`src/rtl/uart_tx_byte.sv`:
```
// rtl/uart_tx_byte.sv - 8N1/8N2 UART transmitter with ready/accepted byte handshake
// Bytes are taken only in IDLE; tx is a registered output, so it has no input-to-pin path.
module uart_tx_byte #(
    parameter int CLKS_PER_BIT = 868,
    parameter int STOP_BITS    = 1
) (
    input  logic       clk,
    input  logic       rst,
    input  logic       tx_data_ready,
    input  logic [7:0] tx_data,
    output logic       tx_data_accepted,
    output logic       tx,
    output logic       busy
);

    typedef enum logic [1:0] {
        S_IDLE,
        S_START,
        S_DATA,
        S_STOP
    } state_t;

    localparam logic [15:0] BAUD_LAST = 16'(CLKS_PER_BIT - 1);
    localparam logic        STOP_LAST = 1'(STOP_BITS - 1);

    state_t      state_q, state_d;
    logic [15:0] baud_q, baud_d;
    logic [2:0]  bit_q, bit_d;
    logic [7:0]  shift_q, shift_d;
    logic        stop_q, stop_d;
    logic        tx_q, tx_d;
    logic        acc_q, acc_d;
    logic        bit_end;

    assign bit_end = (baud_q == BAUD_LAST);

    always_comb begin
        state_d = state_q;
        baud_d  = baud_q;
        bit_d   = bit_q;
        shift_d = shift_q;
        stop_d  = stop_q;
        tx_d    = tx_q;
        acc_d   = 1'b0;

        if (state_q != S_IDLE) begin
            baud_d = bit_end ? 16'd0 : baud_q + 16'd1;
        end

        // tx_d always carries the level for the next cycle, so transitions look one bit ahead.
        case (state_q)
            S_IDLE: begin
                tx_d   = 1'b1;
                baud_d = 16'd0;
                if (tx_data_ready) begin
                    shift_d = tx_data;
                    acc_d   = 1'b1;
                    tx_d    = 1'b0;
                    state_d = S_START;
                end
            end
            S_START: begin
                if (bit_end) begin
                    state_d = S_DATA;
                    bit_d   = 3'd0;
                    tx_d    = shift_q[0];
                end
            end
            S_DATA: begin
                if (bit_end) begin
                    shift_d = {1'b0, shift_q[7:1]};
                    bit_d   = bit_q + 3'd1;
                    if (bit_q == 3'd7) begin
                        state_d = S_STOP;
                        stop_d  = 1'b0;
                        tx_d    = 1'b1;
                    end else begin
                        tx_d = shift_q[1];
                    end
                end
            end
            S_STOP: begin
                tx_d = 1'b1;
                if (bit_end) begin
                    if (stop_q == STOP_LAST) begin
                        state_d = S_IDLE;
                    end else begin
                        stop_d = stop_q + 1'b1;
                    end
                end
            end
            default: begin
                state_d = S_IDLE;
                tx_d    = 1'b1;
            end
        endcase
    end

    always_ff @(posedge clk) begin
        if (rst) begin
            state_q <= S_IDLE;
            baud_q  <= 16'd0;
            bit_q   <= 3'd0;
            shift_q <= 8'd0;
            stop_q  <= 1'b0;
            tx_q    <= 1'b1;
            acc_q   <= 1'b0;
        end else begin
            state_q <= state_d;
            baud_q  <= baud_d;
            bit_q   <= bit_d;
            shift_q <= shift_d;
            stop_q  <= stop_d;
            tx_q    <= tx_d;
            acc_q   <= acc_d;
        end
    end

    assign tx               = tx_q;
    assign tx_data_accepted = acc_q;
    assign busy             = (state_q != S_IDLE);

endmodule

```
`config.mk`:
```
export PLATFORM = sky130hd
export DESIGN_NAME = uart_tx_byte
export DESIGN_NICKNAME = d
export VERILOG_FILES = /design/src/rtl/uart_tx_byte.sv
export SDC_FILE = /design/constraint.sdc
export NUM_CORES = 1
export LEC_CHECK = 0
export BUFFER_PORTS_ARGS = -buffer_cell sky130_fd_sc_hd__buf_2
export CAP_MARGIN = 20
export CORE_MARGIN = 1
export CORE_UTILIZATION = 30
export DETAILED_ROUTE_END_ITERATION = 10
export GPL_ROUTABILITY_DRIVEN = 0
export PLACE_DENSITY_LB_ADDON = 0.12
export SYNTH_ARGS = -nofsm -noshare
export SYNTH_HDL_FRONTEND = slang
export SYNTH_SLANG_ARGS = --single-unit
```
`constraint.sdc`:
```
create_clock -name clk -period 2.39 [get_ports clk]
set_input_delay 0.1195 -clock clk [delete_from_list [all_inputs] [get_ports clk]]
set_output_delay 0.1195 -clock clk [all_outputs]
set_load 0.02 [all_outputs]
```
Word-level counts from Yosys, hierarchy flattened
Index checks and enable logic that the tools add are counted.

storage, ports and cells
  input bits = 11
  bits in registers = 32
  logic and storage cells = 59

operators by class
  multiplexer cells = 25
  eq/ne operators = 11
  $add $sub $neg = 3
  bitwise operators = 1
  reduce and logical (&&, ||, !) cells = 12

operators with widths
  operator                                                                  count
  16-bit by 1-bit adder with 16-bit output (second input constant)          1
  16-bit by 10-bit equality test with 1-bit output (second input constant)  1
  16-bit two-way mux                                                        1
  8-bit two-way mux                                                         2
  8-bit one-hot mux with 2 select lines                                     1
  2-bit two-way mux                                                         6
  2-bit inequality test (second input constant)                             6
  1-bit two-way mux                                                         9
  2-bit one-hot mux with 4 select lines                                     1
  2-bit nonzero test                                                        4
  3-bit two-way mux                                                         2
  3-bit one-hot mux with 2 select lines                                     1
  3-bit AND reduction                                                       2
  6-bit AND reduction                                                       1
  2-bit equality test (second input constant)                               2
  1-bit one-hot mux with 4 select lines                                     1
  4-bit AND reduction                                                       1
  2-bit OR reduction                                                        2
  3-bit by 1-bit adder with 3-bit output (second input constant)            1
  3-bit equality test (second input constant)                               1
  2-bit by 1-bit equality test with 1-bit output (second input constant)    1
  2-bit zero test                                                           1
  1-bit one-hot mux with 2 select lines                                     1
  2-bit AND reduction                                                       1
  other kinds (2)                                                           2

Longest topological paths before layout
Gate-level depths: netlist (run 1).

  depth after elaboration = 4
  gate-level depth with buffers = 7
  depth with buffers taken out = 6

Worst setup path before layout (run 1)
Ideal clock, no wire load.

  path type = register -> register
  start = reg state_q[0]
  end = reg state_q[0]
  period minus slack after synthesis = 1.751 ns
  required time = 2.254 ns
  setup slack = 0.639 ns
  data arrival time = 1.615 ns
  cell stages (with the launch flop) = 7
  path buffers = 1
  cells stage by stage = dfxtp_1 -> inv_1 -> ha_1 -> buf_2 -> or3_1 -> a2111oi_0 -> a211oi_1

on the way
  longest elaborated chain between the ends = 3
  elaborated cells between the ends (all ways) = 12

RTL lines
  what                                               line  text
  start, declared                                    26    state_t state_q, state_d;
  start signal, assigned                             109   state_q <= state_d;
  2-bit equality test, or another cell as far along  51    case (state_q)
  2-bit inequality test (no source line)             -
  6-bit AND reduction (no source line)               -

Several ways; a longest one is shown, not always the timed one.
A chain may end at the register's enable or synchronous reset.

Final worst setup path (run 1)
  start = reg state_q[0]
  end = reg state_q[1]

Same word-level chain as after synthesis.

==> results of run 1 <==
==> sequential cells by signal, indices dropped and copies added, names as in the netlist <==
register          cells
tx_data_accepted      1
shift_q               8
state_q               2
bit_q                 3
baud_q               16
tx                    1
==> tightest hold or removal path: stages <==
cell and delay, ns:
buf_2 0.12, nand2_1 0.10, nor2_1 0.05
==> metal layers <==
layer / up-vias / GRT usage
met5: - / 0
met4: 0 / 0.0750
met3: 7 / 0.0383
met2: 18 / 0.235
met1: 643 / 0.153
li1: 706 / -
==> worst max-delay path by stage <==
| stage | startpoint | to | cells past startpoint |
|---|---|---|---|
| 4_1_cts | state_q[0] | state_q[1] | 6 |
| 5_1_grt | state_q[0] | state_q[1] | 6 |
| 3_3_place_gp | state_q[0] | state_q[1] | 6 |
| 3_5_place_dp | state_q[0] | state_q[1] | 6 |
| 6_report | state_q[0] | state_q[1] | 6 |
| 2_1_floorplan | state_q[0] | state_q[0] | 6 |
==> through the flow <==
| stage | utilization | power (mW) | std cells | instance area (um^2) |
|---|---|---|---|---|
| after CTS | 0.357 | 1.52 | 271 | 1860 |
| after global placement | 0.342 | 1.10 | 263 | 1780 |
| after detailed placement | 0.342 | 1.11 | 263 | 1780 |
| after global routing | 0.357 | 1.61 | 271 | 1860 |
| final | 0.357 | 1.50 | 271 | 1860 |
| after floorplan | - | 0.986 | 185 | 1650 |
==> cell usage in the layout (no fill, tap or decap), types with 7 or more instances in the layout <==
master,synthesis,layout
a211oi_1,16,16
buf_2,5,13
dfxtp_1,31,31
ha_1,8,8
inv_1,15,15
mux2_2,7,7
nand4_1,10,10
nor2_1,21,21
nor4_1,7,7
xnor2_1,11,11
==> final cells by class <==
type                       count  area [um^2]  area share
timing repair buffer          16         87.6      0.0471
clock buffer                   7         76.3      0.0410
multi-input combinational    131          927       0.498
tap                           70         87.6      0.0471
clock inverter                 1         5.00     0.00269
inverter                      15         56.3      0.0303
sequential                    31          621       0.334
==> cell families after synthesis <==
group           count (synthesis)  synth area share
simple gates                   67             0.229
xor+xnor                       13            0.0691
mux                             7            0.0478
buf+inv                        23            0.0607
compound gates                 36             0.156
fa+ha+maj                       8            0.0607
flops                          31             0.377
==> report_power, final <==
part / switching, mW / total, mW / internal (mW)
clock network: 0.196 / 0.400 / 0.204
logic: 0.259 / 0.437 / 0.178
registers: 0.0565 / 0.659 / 0.603
total: 0.512 / 1.50 / 0.985
==> summary.txt, run 1 <==
Clocking
  – Clk buf depth: 2
  – Cts bufs inserted: 5
  – Cts hold-fix bufs: 0
  – H-tree levels: 2
  – Root buf cell: clkbuf_8
  – Clock Sinks: 31
  – Clock Pin Slew Worst Setup and Hold Paths: 0.06 ns
  – Number of gates resized after CTS: 0
  – Clk Latency, worst-skew pair: 0.29 ns
  – CTS tree: done
  – Setup Buffers After CTS: 0

Timing
  – RSZ-0062 raised after global routing: no
  – Final setup fails: 0
  – Final min period: 1.92 ns
  – Worst clock skew: 0.00718 ns
  – Worst Max-Slew Pin Slew: 0.513 ns
  – Worst rel slew slack: 0.657
  – Max-slew violations: 0
  – Max Freq: 520 MHz
  – Setup TNS: 0 ns
  – Setup slack after layout: 0.467 ns
  – Hold WS: 0.159 ns
  – Post-route clock period utilization: 0.804
  – Endpoints failing hold: 0

Global routing
  – Pin count of the biggest net entering global routing: 18
  – Vias in the first global route: 1,379
  – Initial antenna violation count: 0
  – First-pass GRT wire length: 6290 um
  – GRT Resource Usage Total: 0.137
  – GRT overflow: 0

Route
  – Initial DRC count: 48
  – Routed wire length per instance: 13.2 um
  – Met1 WL: 1730 um
  – Met3 wire len: 101 um
  – Vias per inst: 5.07
  – Pre-Repair DR Iteration Count: 4
  – Max Used Layer: met4
  – Drt total wl: 3570 um
  – Post-route ant nets: 0
  – Residual DRC count: 0
  – Met2 routed WL: 1690 um
  – Vias: 1,374

Final layout
  – Fillers: 558
  – # diodes: 0
  – Share of post-route cells with drive strength above 1: 0.159
  – Layout area overhead: 12.9%
  – Nets: 219

Setup path
  – Critical Path RT: 2.58 ns
  – Crit path max-delay cell type: or3_1
  – Worst Path Max Fanout: 10
  – Worst Path Buf+Inv: 1
  – Max incr delay on CP: 0.46 ns
  – Crit Path Class: reg -> reg
  – Reg2Reg Setup Slack: 0.47 ns
  – Reg2reg path depth: 6
  – Crit start category: flop
  – FF-to-FF End: state_q[1]
  – Crit path cell chain: inv_1 > ha_1 > or3_1 > a2111oi_0 > a31oi_1 > o311ai_1
  – Reg2reg start: state_q[0]
  – Family with the most delay on the worst path: compound AO/OA/AOI/OAI gates
  – Setup crit end kind: flop
  – Crit path DAT: 2.11 ns

Synthesis
  – Sequential-to-total area share from yosys stat: 0.377
  – Top_reg_cell synth: dfxtp_1
  – Count of cell types in the netlist: 37
  – Most common cell in the netlist: dfxtp_1
  – Synthesized Nets: 204
  – Seq cells post-synth: 31
  – Post-synth EDFFs: 0
  – Ranking of synthesized cells by area: dfxtp_1 38%, a211oi_1 7.3%, ha_1 6.1%, xnor2_1 5.8%, mux2_2 4.8%
  – Synth Cell Area: 1650 um^2
  – Most instantiated cells after synthesis: 31 x dfxtp_1, 21 x nor2_1, 16 x a211oi_1
  – Cell taking the most area after synthesis: dfxtp_1
  – Syn avg cell area: 8.91 um^2
  – Synth top area share: 0.377
  – Gate count after technology mapping: 185
  – Synth async-reset ratio: 0
  – Synth Warn #: 0

Flow run
  – Max-Cap Viols: 0

Power
  – Power density cells: 804 nW/um^2
  – Maximum VDD drop: 409 uV
  – LEAKAGE: 0.669 nW

Floorplanning
  – DIE AREA: 5790 um^2
  – Die Width: 76.1 um
  – I/O pin count: 14
  – Initial Util: 0.317
  – Cell Rows: 26
  – Core Area: 5200 um^2
  – DIE HEIGHT: 76.1 um

Min path
  – Hold WC Path Type: in -> reg
  – Worst Hold Launch: tx_data_ready
  – Worst Hold End: tx_data_accepted
  – Hold Path Cell Cnt: 3

Status
  – Status: complete, no violations

Placed design
  – HPWL Detailed: 2630 um
  – Place WS: 0.492 ns
  – Port bufs: 13
(Power assumes the default switching activity.)
==> run 2: changes to the inputs <==
==> constraint.sdc (replaced) <==
create_clock -name clk -period 1.7 [get_ports clk]
set_input_delay 0.085 -clock clk [delete_from_list [all_inputs] [get_ports clk]]
set_output_delay 0.085 -clock clk [all_outputs]
set_load 0.02 [all_outputs]
==> run 2 against run 1 <==
Against the previous run:
- non-clock buffer count is 27 higher
- clock skew is 0.0029 ns lower
- sequential share of layout area is 4.7 points lower
- routed wire length increased by 16%
- design area is 17% higher
- clock power increased by 41%
- final cell count is 10% higher
- fmax up 18%
- largest cell class unchanged
==> summary.txt, run 2 (synthesis gave the netlist of run 1 again) <==
Placed design
  – Port bufs: 13 (unchanged)
  – HPWL Detailed: 3060 um (+16%)

Timing
  – Endpoints failing hold: 0 (unchanged)
  – Worst rel slew slack: 0.777 (+0.120)
  – Final min period: 1.62 ns (-0.300 ns)
  – Hold WS: 0.183 ns (+0.0242 ns)
  – Max Freq: 616 MHz (+18%)
  – Worst clock skew: 0.00432 ns (-0.00286 ns)
  – Final setup fails: 0 (unchanged)
  – Max-slew violations: 0 (unchanged)
  – Worst Max-Slew Pin Slew: 0.331 ns (-0.182 ns)
  – Post-route clock period utilization: 0.955 (+0.150)

Setup path
  – Crit path cell chain: inv_2 > ha_2 > or3_4 > a2111oi_2 > a31oi_1 > o311ai_1
  – Reg2reg start: state_q[0]
  – Crit Path Class: reg -> reg
  – Crit path from: state_q[0]
  – Crit start category: flop
  – Setup crit end kind: flop
  – Crit path DAT: 1.81 ns (-0.30 ns)
  – Critical Path RT: 1.89 ns (-0.69 ns)
  – Crit path max-delay cell type: or3_4
  – Worst Path Max Fanout: 6 (-4)
  – Max incr delay on CP: 0.41 ns (-0.05 ns)

Power
  – Sw Ratio: 0.345 (+0.00307)
  – Combinational share of power: 0.374 (+0.082)
  – Net Sw Power: 0.826 mW (+61%)
  – Sequential share of power: 0.390 (-0.051)
  – Clock power frac: 0.236 (-0.031)
  – Internal: 1.57 mW (+59%)
  – Power density cells: 1090 nW/um^2 (+36%)
  – Maximum VDD drop: 598 uV (+46%)
  – Overall Power: 2.39 mW (+60%)
  – LEAKAGE: 0.808 nW (+21%)

Route
  – Routed wire length per instance: 14.0 um (+5.9%)
  – Pre-Repair DR Iteration Count: 4 (unchanged)
  – Vias per inst: 4.96 (-2.1%)
  – Vias: 1,479 (+7.6%)
  – Drt total wl: 4160 um (+16%)
  – Residual DRC count: 0 (unchanged)
  – Initial DRC count: 50 (+4.2%)
  – Post-route ant nets: 0 (unchanged)

Floorplanning
  – DIE HEIGHT: 76.1 um (unchanged)
  – Die Width: 76.1 um (unchanged)
  – I/O pin count: 14 (unchanged)
  – Core Area: 5200 um^2 (unchanged)
  – Initial Util: 0.317 (unchanged)
  – Cell Rows: 26 (unchanged)
  – DIE AREA: 5790 um^2 (unchanged)

Global routing
  – GRT overflow: 0 (unchanged)
  – GRT Resource Usage Total: 0.154 (+0.0167)
  – Pin count of the biggest net entering global routing: 17 (-1)
  – Vias in the first global route: 1,497 (+8.6%)
  – Initial antenna violation count: 0 (unchanged)
  – First-pass GRT wire length: 6990 um (+11%)

Final layout
  – Commonest cells after routing, fill and taps aside: 28 x dfxtp_1, 27 x buf_4, 21 x nor2_1
  – # diodes: 0 (unchanged)
  – Area of the multi-input gates: 1030 um^2 (+11%)
  – Max reg flops: 16 (unchanged)
  – Share of post-route cells with drive strength above 1: 0.360 (+0.200)
  – Nets: 246 (+12%)
  – Register area: 627 um^2 (+1.0%)
  – Fillers: 536 (-3.9%)
  – Largest registers: baud_q: 16 flops, shift_q: 8 flops, bit_q: 3 flops
  – Most common cell after layout, fill and taps aside: dfxtp_1
  – Register with the most flip-flops: baud_q
  – Layout area overhead: 32.7%

Clocking
  – Cts bufs inserted: 5 (unchanged)
  – Clock Pin Slew Worst Setup and Hold Paths: 0.07 ns (about the same)
  – Clk buf depth: 2 (unchanged)
  – CTS tree: done
  – H-tree levels: 2 (unchanged)
  – Clock Sinks: 31 (unchanged)
  – Clk Latency, worst-skew pair: 0.29 ns (about the same)
  – Root buf cell: clkbuf_8

Flow run
  – Max-Cap Viols: 0 (unchanged)

Min path
  – Worst Hold Launch: rst
  – Hold WC Path Type: in -> reg

Status
  – Status: complete, no violations
run 2: power by group through the flow:
stage | Sequential, mW | Clock (mW) | Combinational [mW]
after floorplan | 0.937 | 0 | 0.487
after global placement | 0.924 | 0 | 0.781
after detailed placement | 0.933 | 0 | 0.800
after CTS | 0.918 | 0.601 | 0.819
after global routing | 0.949 | 0.633 | 0.980
final | 0.934 | 0.565 | 0.894
run 2: path summary, 6_finish.rpt:
kind,to,slack [ns],cells past startpoint
worst max-delay path,state_q[1],0.08,6
worst max register to register,state_q[1],0.08,6
worst min-delay path,bit_q[2],0.18,2
worst min register to register,shift_q[5],0.47,2
run 2: layer usage:
metal / up-vias / track usage / part of all wire
li1: 761 / - / -
met1: 690 / 0.192 / 0.48
met2: 21 / 0.251 / 0.46
met3: 7 / 0.0359 / 0.037
met4: 0 / 0.0692 / 0.019
met5: - / 0 / 0
run 2: area by class of cell:
cell class              count  area share
clock buffers               7      0.0349
inverters                  15      0.0258
multi-input cells         131       0.472
clock inverters             1     0.00229
repair buffers             43       0.138
flip-flops and latches     31       0.287
well taps                  70      0.0401
run 2: timing repair:
| action | 4_1_cts | 5_1_grt |
|---|---|---|
| resized for setup | 3 | 25 |
| pin swaps | 0 | 6 |
| endpoints found under the setup margin | 6 | 22 |
| hold buffers | 0 | 0 |
| setup buffers | 0 | 1 |
run 2: through the flow:
step                      worst slack [ns]  cell area [um^2]   util  cells   TNS (ns)
after CTS                          -0.0530              2080  0.400    297     -0.211
final                               0.0769              2190  0.420    298          0
after global placement           -0.000818              1990  0.382    289  -0.000818
after floorplan                   -0.00275              1660      -    185   -0.00275
after detailed placement           -0.0655              1990  0.382    289     -0.135
after global routing              -0.00425              2190  0.420    298   -0.00953
run 2: worst max-delay path, delay by kind of cell, from the launching register on:
kind                       cells  cell delay (ns)
AOI/OAI and AO/OA              3             0.45
adders and majority gates      1             0.22
buffers and inverters          1             0.07
DFF                            1             0.36
and+or+nand+nor                1             0.41
==> run 3: changes to the inputs <==
--- a/config.mk
+++ b/config.mk
@@ -12,6 +12,7 @@
 export DETAILED_ROUTE_END_ITERATION = 10
 export GPL_ROUTABILITY_DRIVEN = 0
 export PLACE_DENSITY_LB_ADDON = 0.12
+export REMOVE_ABC_BUFFERS = 1
 export SYNTH_ARGS = -nofsm -noshare
 export SYNTH_HDL_FRONTEND = slang
 export SYNTH_SLANG_ARGS = --single-unit
==> constraint.sdc (replaced) <==
create_clock -name clk -period 1.6 [get_ports clk]
set_input_delay 0.08 -clock clk [delete_from_list [all_inputs] [get_ports clk]]
set_output_delay 0.08 -clock clk [all_outputs]
set_load 0.02 [all_outputs]
==> run 3 against run 2 <==
Against the previous run:
- the flow now finishes with violations (negative setup slack)
- clock power is 22% higher
- power is 21% higher
- non-clock buffer count is 15 higher
- die area stayed put
- hold slack worse by 0.021 ns
- core utilization is 7.2 points higher
- global-route usage is 0.51 points higher
- flip-flop and latch count stayed put
- highest routed layer unchanged
==> summary.txt, run 3 (synthesis gave the netlist of run 1 again) <==
Timing
  – Post-route clock period utilization: 1.01 (+0.0592)
  – RSZ-0062 raised after global routing: yes
  – Max-slew violations: 0 (unchanged)
  – Worst Max-Slew Pin Slew: 0.352 ns (+0.0203 ns)
  – Endpoints failing hold: 0 (unchanged)
  – Worst rel slew slack: 0.766 (-0.0115)
  – Max Freq: 616 MHz (about the same)
  – Final min period: 1.62 ns (-0.000815 ns)
  – Hold WS: 0.162 ns (-0.0210 ns)
  – Setup slack after layout: -0.0222 ns (-0.0992 ns)
  – Final setup fails: 1 (+1)
  – Worst clock skew: 0.00379 ns (-0.000532 ns)

Floorplanning
  – I/O pin count: 14 (unchanged)
  – DIE HEIGHT: 76.1 um (unchanged)
  – Cell Rows: 26 (unchanged)
  – DIE AREA: 5790 um^2 (unchanged)
  – Die Width: 76.1 um (unchanged)
  – Initial Util: 0.317 (unchanged)
  – Core Area: 5200 um^2 (unchanged)

Global routing
  – GRT overflow: 0 (unchanged)
  – Pin count of the biggest net entering global routing: 18 (+1)
  – Vias in the first global route: 1,629 (+8.8%)
  – Initial antenna violation count: 0 (unchanged)
  – First-pass GRT wire length: 7380 um (+5.6%)
  – GRT Resource Usage Total: 0.159 (+0.00510)

Clocking
  – Clock Sinks: 31 (unchanged)
  – Cts hold-fix bufs: 0 (unchanged)
  – Clock Pin Slew Worst Setup and Hold Paths: 0.07 ns (about the same)
  – Clk Latency, worst-skew pair: 0.28 ns (about the same)
  – CTS tree: done
  – Root buf cell: clkbuf_8
  – Clk buf depth: 2 (unchanged)
  – Cts bufs inserted: 5 (unchanged)
  – H-tree levels: 2 (unchanged)

Route
  – Vias per inst: 5.10 (+2.7%)
  – Vias: 1,595 (+7.8%)
  – Drt total wl: 4580 um (+10%)
  – Pre-Repair DR Iteration Count: 4 (unchanged)
  – Post-route ant nets: 0 (unchanged)
  – Initial DRC count: 62 (+24%)
  – Residual DRC count: 0 (unchanged)
  – Routed wire length per instance: 14.6 um (+4.7%)

Min path
  – Hold WC Path Type: in -> reg

Power
  – Power density cells: 1130 nW/um^2 (+3.3%)
  – LEAKAGE: 0.956 nW (+18%)
  – Maximum VDD drop: 629 uV (+5.3%)

Status
  – Status: finished, violations left
  – Failing checks: negative setup slack

Final layout
  – Largest registers: baud_q: 16 flops, shift_q: 8 flops, bit_q: 3 flops
  – Most common cell after layout, fill and taps aside: buf_4
  – Register with the most flip-flops: baud_q
  – Layout area overhead: 55.4%
  – Max reg flops: 16 (unchanged)
  – # diodes: 0 (unchanged)
  – Commonest cells after routing, fill and taps aside: 36 x buf_4, 23 x dfxtp_1, 21 x nor2_1
  – Share of post-route cells with drive strength above 1: 0.506 (+0.147)
  – Final core occ: 0.492 (+0.0721)
  – Post-route cell area: 2560 um^2 (+17%)
  – Nets: 261 (+6.1%)

Placed design
  – DP Area: 2030 um^2 (+1.8%)
  – HPWL Detailed: 3130 um (+2.4%)
  – Port bufs: 13 (unchanged)

Setup path
  – Critical Path RT: 1.76 ns (-0.13 ns)
  – Crit start category: flop
  – Worst Path Max Fanout: 2 (-4)
  – Crit path DAT: 1.78 ns (-0.03 ns)
  – Crit Path Class: reg -> reg
  – Setup crit end kind: flop

Flow run
  – Max-Cap Viols: 0 (unchanged)
## run 3: layer usage
layer / vias to the layer above / part of all wire / global-route usage
li1: 786 / - / -
met1: 772 / 0.44 / 0.187
met2: 25 / 0.51 / 0.269
met3: 12 / 0.028 / 0.0407
met4: 0 / 0.018 / 0.0750
met5: - / 0 / 0
## run 3: layout make-up
| type | count | area (um^2) |
|---|---|---|
| timing repair buffer | 58 | 440 |
| sequential | 31 | 633 |
| tap | 70 | 87.6 |
| inverter | 15 | 61.3 |
| multi-input combinational | 131 | 1240 |
| fill | 500 | 2640 |
| clock buffer | 8 | 100 |
## run 3: through the flow
stage          setup WS, ns  instances  power, mW  setup TNS [ns]
6_report            -0.0222        313       2.89         -0.0222
4_1_cts             -0.0790        308       2.75          -0.167
3_3_place_gp         -0.129        296       1.83           -1.07
5_1_grt             -0.0789        313       3.08          -0.258
3_5_place_dp         -0.309        296       1.87           -2.38
2_1_floorplan        -0.329        177       1.45           -4.48
## run 3: timing repair
item,CTS,global route
endpoints found under the setup margin,29,29
setup buffers,4,5
pin swaps,8,23
gates resized for setup,36,41
## run 3: worst paths after layout
check	start	to	slack, ns	cells after the start
setup / recovery	baud_q[15]	state_q[0]	-0.02	6
hold / removal	tx_data_ready	tx_data_accepted	0.16	4
setup reg to reg	baud_q[15]	state_q[0]	-0.02	6
hold reg to reg	shift_q[2]	shift_q[2]	0.46	2
## run 3: power breakdown
part	switching (mW)	total [mW]	internal, mW	leakage, nW
logic	0.603	1.20	0.600	0.648
clock network	0.300	0.692	0.393	0.0515
registers	0.0916	0.999	0.908	0.256
## run 3: worst max-delay path, cell delays in order (launching register included)
cell and delay, ns:
dfxtp_2 0.33, buf_6 0.12, nor4_4 0.24, nand4_1 0.18
buf_4 0.18, a2111oi_4 0.37, a211oi_2 0.07
